## src/rtl/cache_miss_sequencer.sv

```systemverilog
// Cache-miss sequencer: accepts one miss at a time, optionally writes back the dirty victim,
// then refills the line through the DMA request/done handshakes.
module cache_miss_sequencer #(
  parameter int unsigned ADDR_WIDTH      = 32,
  parameter int unsigned BURST_LEN_WIDTH = 8,
  parameter int unsigned LINE_OFFSET     = 5,
  parameter int unsigned TIMEOUT_CYCLES  = 1024
) (
  input  logic                       cpu_clk,
  input  logic                       cpu_rst,
  input  logic                       miss_valid,
  output logic                       miss_ready,
  input  logic                       miss_dirty,
  input  logic [ADDR_WIDTH-1:0]      miss_victim_addr,
  input  logic [ADDR_WIDTH-1:0]      miss_fill_addr,
  input  logic [BURST_LEN_WIDTH-1:0] miss_burst_len,
  output logic                       miss_done,
  output logic                       miss_error,
  output logic                       dma_write_back_happen,
  input  logic                       dma_write_back_done,
  output logic [ADDR_WIDTH-1:0]      dma_write_back_addr,
  output logic [BURST_LEN_WIDTH-1:0] dma_write_back_burst_len,
  output logic                       dma_page_fault_happen,
  input  logic                       dma_page_fault_done,
  output logic [ADDR_WIDTH-1:0]      dma_page_fault_addr,
  output logic [BURST_LEN_WIDTH-1:0] dma_page_fault_burst_len
);

  localparam int unsigned TimerW = $clog2(TIMEOUT_CYCLES);
  localparam logic [TimerW-1:0] TimerMax = TimerW'(TIMEOUT_CYCLES - 1);
  localparam logic [ADDR_WIDTH-1:0] AlignMask = ~((ADDR_WIDTH'(1) << LINE_OFFSET) - ADDR_WIDTH'(1));

  typedef enum logic [2:0] {
    StIdle,
    StWbReq,
    StWbClr,
    StRfReq,
    StRfClr,
    StDone,
    StErr
  } state_e;

  state_e                     state_q, state_d;
  logic [TimerW-1:0]          timer_q, timer_d;
  logic [ADDR_WIDTH-1:0]      wb_addr_q, wb_addr_d;
  logic [ADDR_WIDTH-1:0]      rf_addr_q, rf_addr_d;
  logic [BURST_LEN_WIDTH-1:0] len_q, len_d;
  logic                       wb_happen_q, wb_happen_d;
  logic                       rf_happen_q, rf_happen_d;
  logic                       in_phase;
  logic                       timeout;

  always_comb begin
    state_d   = state_q;
    wb_addr_d = wb_addr_q;
    rf_addr_d = rf_addr_q;
    len_d     = len_q;
    in_phase  = (state_q == StWbReq) || (state_q == StWbClr) ||
                (state_q == StRfReq) || (state_q == StRfClr);
    timeout   = in_phase && (timer_q == TimerMax);

    unique case (state_q)
      StIdle: begin
        if (miss_valid) begin
          wb_addr_d = miss_victim_addr & AlignMask;
          rf_addr_d = miss_fill_addr & AlignMask;
          len_d     = miss_burst_len;
          if (miss_burst_len == '0) begin
            state_d = StDone;
          end else if (miss_dirty) begin
            state_d = StWbReq;
          end else begin
            state_d = StRfReq;
          end
        end
      end
      // Timeout wins over a done arriving in the same cycle.
      StWbReq: begin
        if (timeout) state_d = StErr;
        else if (dma_write_back_done) state_d = StWbClr;
      end
      StWbClr: begin
        if (timeout) state_d = StErr;
        else if (!dma_write_back_done) state_d = StRfReq;
      end
      StRfReq: begin
        if (timeout) state_d = StErr;
        else if (dma_page_fault_done) state_d = StRfClr;
      end
      StRfClr: begin
        if (timeout) state_d = StErr;
        else if (!dma_page_fault_done) state_d = StDone;
      end
      StDone:  state_d = StIdle;
      StErr:   state_d = StIdle;
      default: state_d = StIdle;
    endcase

    if (state_d != state_q) begin
      timer_d = '0;
    end else if (in_phase && (timer_q != TimerMax)) begin
      timer_d = timer_q + TimerW'(1);
    end else begin
      timer_d = timer_q;
    end

    // Requests are decoded from the next state so they leave a flop glitch-free.
    wb_happen_d = (state_d == StWbReq);
    rf_happen_d = (state_d == StRfReq);
  end

  always_ff @(posedge cpu_clk) begin
    if (cpu_rst) begin
      state_q     <= StIdle;
      timer_q     <= '0;
      wb_addr_q   <= '0;
      rf_addr_q   <= '0;
      len_q       <= '0;
      wb_happen_q <= 1'b0;
      rf_happen_q <= 1'b0;
    end else begin
      state_q     <= state_d;
      timer_q     <= timer_d;
      wb_addr_q   <= wb_addr_d;
      rf_addr_q   <= rf_addr_d;
      len_q       <= len_d;
      wb_happen_q <= wb_happen_d;
      rf_happen_q <= rf_happen_d;
    end
  end

  assign miss_ready               = (state_q == StIdle);
  assign miss_done                = (state_q == StDone);
  assign miss_error               = (state_q == StErr);
  assign dma_write_back_happen    = wb_happen_q;
  assign dma_page_fault_happen    = rf_happen_q;
  assign dma_write_back_addr      = wb_addr_q;
  assign dma_page_fault_addr      = rf_addr_q;
  assign dma_write_back_burst_len = len_q;
  assign dma_page_fault_burst_len = len_q;

endmodule
```

## config.mk

```make
export PLATFORM = sky130hd
export DESIGN_NAME = cache_miss_sequencer
export DESIGN_NICKNAME = d
export VERILOG_FILES = /design/src/rtl/cache_miss_sequencer.sv
export SDC_FILE = /design/constraint.sdc
export NUM_CORES = 1
export LEC_CHECK = 0
export CORE_UTILIZATION = 40
export CTS_CLUSTER_SIZE = 40
export DETAILED_ROUTE_END_ITERATION = 10
export PLACE_DENSITY = 0.91
export SYNTH_ARGS = -nofsm -noshare
export SYNTH_HDL_FRONTEND = slang
export SYNTH_SLANG_ARGS = --single-unit
```

## constraint.sdc

```tcl
create_clock -name cpu_clk -period 2.29 [get_ports cpu_clk]
set_input_delay 0.687 -clock cpu_clk [delete_from_list [all_inputs] [get_ports cpu_clk]]
set_output_delay 0.687 -clock cpu_clk [all_outputs]
set_load 0.01 [all_outputs]
```

==> results by group <==
Worst setup path
  – R2R cell count: 7
  – Crit path kind: flop to output port
  – Critical Path End Type: output port
  – CP required: about 1.6 ns
  – Crit start category: flop
  – Reg-to-reg critical path startpoint: timer_q[0]$_SDFFE_PP0P_
  – Crit path arrival time: about 1.5 ns
  – Launch point of the worst path: state_q[1]$_SDFF_PP0_
  – Max FO, Critical Path: 8

Hold path
  – Hold path depth: 2
  – Hold path startpoint: dma_write_back_addr[29]$_SDFFE_PP0P_
  – Worst hold-check path type: flop to flop

Clock tree
  – CTS tree: yes
  – Clock root cell: clkbuf_8
  – Clock-pin transition on the worst setup and hold timing paths: roughly 0.08 ns
  – CTS H-tree depth: 3
  – Num Clock Sinks: 77
  – CTS Buffer Depth: 2
  – Postcts setup bufs: 0
  – Num CTS Buffers: 9
  – Post-CTS Hold Buffers: 0
  – Latest clock arrival within the worst-skew pair: 0.35 ns

Synthesis
  – Post-synth top area share: 46.8%
  – Mapped Cells: 400
  – Largest area contributor in the netlist: dfxtp_1
  – Ys async rst share: 0%
  – Seq cells post-synth: 77
  – Primary FF master, synth: dfxtp_1
  – Avg Inst Size Synth: 8.24 um^2
  – Netlist cell types: 44
  – Ys Warns: 0
  – Post-synth EDFFs: 0
  – Sequential area share after synthesis: approximately 47%
  – Mapped cell area: 3290 um^2
  – Synth top area cells: dfxtp_1 47%, nand2_1 15%, a21oi_1 9.7%

Placement
  – DP Worst Slack: -0.430 ns
  – # port buffers: 142
  – RePlAce Congestion: 0.819
  – Detailed placer's ending HPWL: 6.11 mm

Job
  – Maxcap violations: 0

Detailed routing
  – Post-route ant nets: 0
  – Vias: 3,167
  – Total routed wirelength: 8.68 mm
  – WL per Instance: 13.5 um
  – Vias per cell: 4.93
  – Drt initial violations: between 100 and 150
  – Pre-antenna DRT Iters: 4
  – DRC viols: 0

Timing
  – Final period utilization: between 90 and 100%
  – Fmax: 0.450 GHz
  – Final Max Slew Viols: 0
  – Max-slew headroom: between 50% and 60%
  – Worst Slack Setup Final: 0.0669 ns
  – RSZ-0062 raised after global routing: no
  – Worst clock skew: roughly 0.015 ns
  – Setup TNS: 0 ns
  – Hold slack: 0.457 ns
  – Hold Vio Cnt, Final: 0
  – Worst-Margin Slew: 0.717 ns
  – Minimum clock period after layout: 2.22 ns
  – Setup Viol. Count Final: 0

Floorplan
  – Die Height: approximately 93 um
  – Core area: 7850 um^2
  – Width of the chip: 92.8 um
  – Die Footprint: 8600 um^2
  – Row count: 32
  – Initial Utilization: 42.0%
  – # IOs: 163

Final layout
  – Area growth syn-to-layout: 53.2%
  – Nets: slightly above 600
  – Ant. Diodes: 0
  – Layout cells sized above 1: 11.1%
  – Final Util: 64.3%

Global route
  – Global-route wire length before repair: 14.1 mm
  – Total track usage: 20.5%
  – GR Overflow Total: 0
  – Number of global-route vias before repair: 3,097
  – Largest net degree at the start of global routing: 67
  – Initial antenna violation count: 0

Power
  – Peak supply drop: 0.350 mV
  – PD cells: approximately 730 nW/um^2
  – Leakage: 1.84 nW

Run status
  – Status: finished clean
## logic make-up after synthesis
group,share of synthesized area [%]
simple gates,26.5
compound gates,14.8
flops,46.8
buf+inv,7.79
xor+xnor,2.66
fa+ha+maj,0.987
other cells,0.114
mux,0.304
## layer usage
| metal | global-route usage (%) | part of all wire (%) |
|---|---|---|
| met4 | 9.62 | 2.6 |
| met1 | 23.2 | 41 |
| met3 | 5.91 | 7.4 |
| met2 | 35.4 | 49 |
| met5 | 0 | 0 |
## metrics by stage
| stage | area [um^2] | power (mW) | instances |
|---|---|---|---|
| floorplan | 3330 | 2.05 | 409 |
| global placement | 4790 | 2.51 | 627 |
| detailed placement | 4790 | 2.54 | 627 |
| CTS | 5030 | 3.73 | 643 |
| global route | 5050 | 3.88 | 643 |
| finish | 5050 | 3.69 | 643 |
## worst max-delay path, stage by stage (launching register included)
cell and delay (ns):
dfxtp_2 0.37, nand2b_1 0.19, nor2_1 0.09, clkdlybuf4s50_1 0.53
## sequential cells by signal (all words and copies together), names as in the netlist
name                      count
dma_page_fault_addr          27
dma_write_back_addr          27
timer_q                      10
dma_page_fault_burst_len      8
state_q                       3
dma_page_fault_happen         1
dma_write_back_happen         1
## timing repair
action / in CTS / in global routing
setup endpoints to repair: 14 / 14
gates cloned: 0 / 0
resized for setup: 3 / 4
endpoints found under the hold margin: 0 / 0
pin swaps: 1 / 1
## area by class of cell
type	instances	area, um^2
clock buffers	9	124
clock inverters	7	105
fillers	669	2800
inverters	2	7.51
multi-input cells	286	1560
flip-flops and latches	77	1550
well taps	102	128
repair buffers	160	1580
## layout by cell type (no fill, tap or decap), drive strengths merged, types with 2 or more instances in the layout
master / n
nor2: 6
bufinv: 2
a2111oi: 2
xnor2: 7
a211oi: 2
and3: 4
clkdlybuf4s50: 141
nand2b: 3
nor2b: 3
or3: 3
dfxtp: 77
xor2: 3
nand2: 130
buf: 19
inv: 5
nor3: 15
nand3: 5
o21a: 2
nor4: 6
a21oi: 64
conb: 10
maj3: 2
clkbuf: 9
o21ai: 2
nor4b: 4
## power by group
group	total (mW)	internal [mW]	leakage, nW	switching (mW)
clock network	1.18	0.631	0.112	0.544
logic	0.992	0.510	1.10	0.482
registers	1.52	1.45	0.631	0.0711
## path summary, 6_finish.rpt
kind / endpoint / slack, ns
setup / recovery: miss_done / 0.07
hold / removal: dma_write_back_addr[29]$_SDFFE_PP0P_ / 0.46
setup reg to reg: timer_q[1]$_SDFFE_PP0P_ / 0.37
hold reg to reg: dma_write_back_addr[29]$_SDFFE_PP0P_ / 0.46
## synth_stat cells, types with 4 or more instances
| cell type | count |
|---|---|
| nand3_1 | 5 |
| nor4_1 | 6 |
| buf_2 | 4 |
| nor3_2 | 11 |
| nand2_1 | 130 |
| dfxtp_1 | 77 |
| xnor2_1 | 7 |
| clkbuf_1 | 19 |
| and3_1 | 4 |
| buf_4 | 19 |
| a21oi_1 | 64 |
| nor2_1 | 6 |
Note: power is estimated with default switching activity, not from simulation.
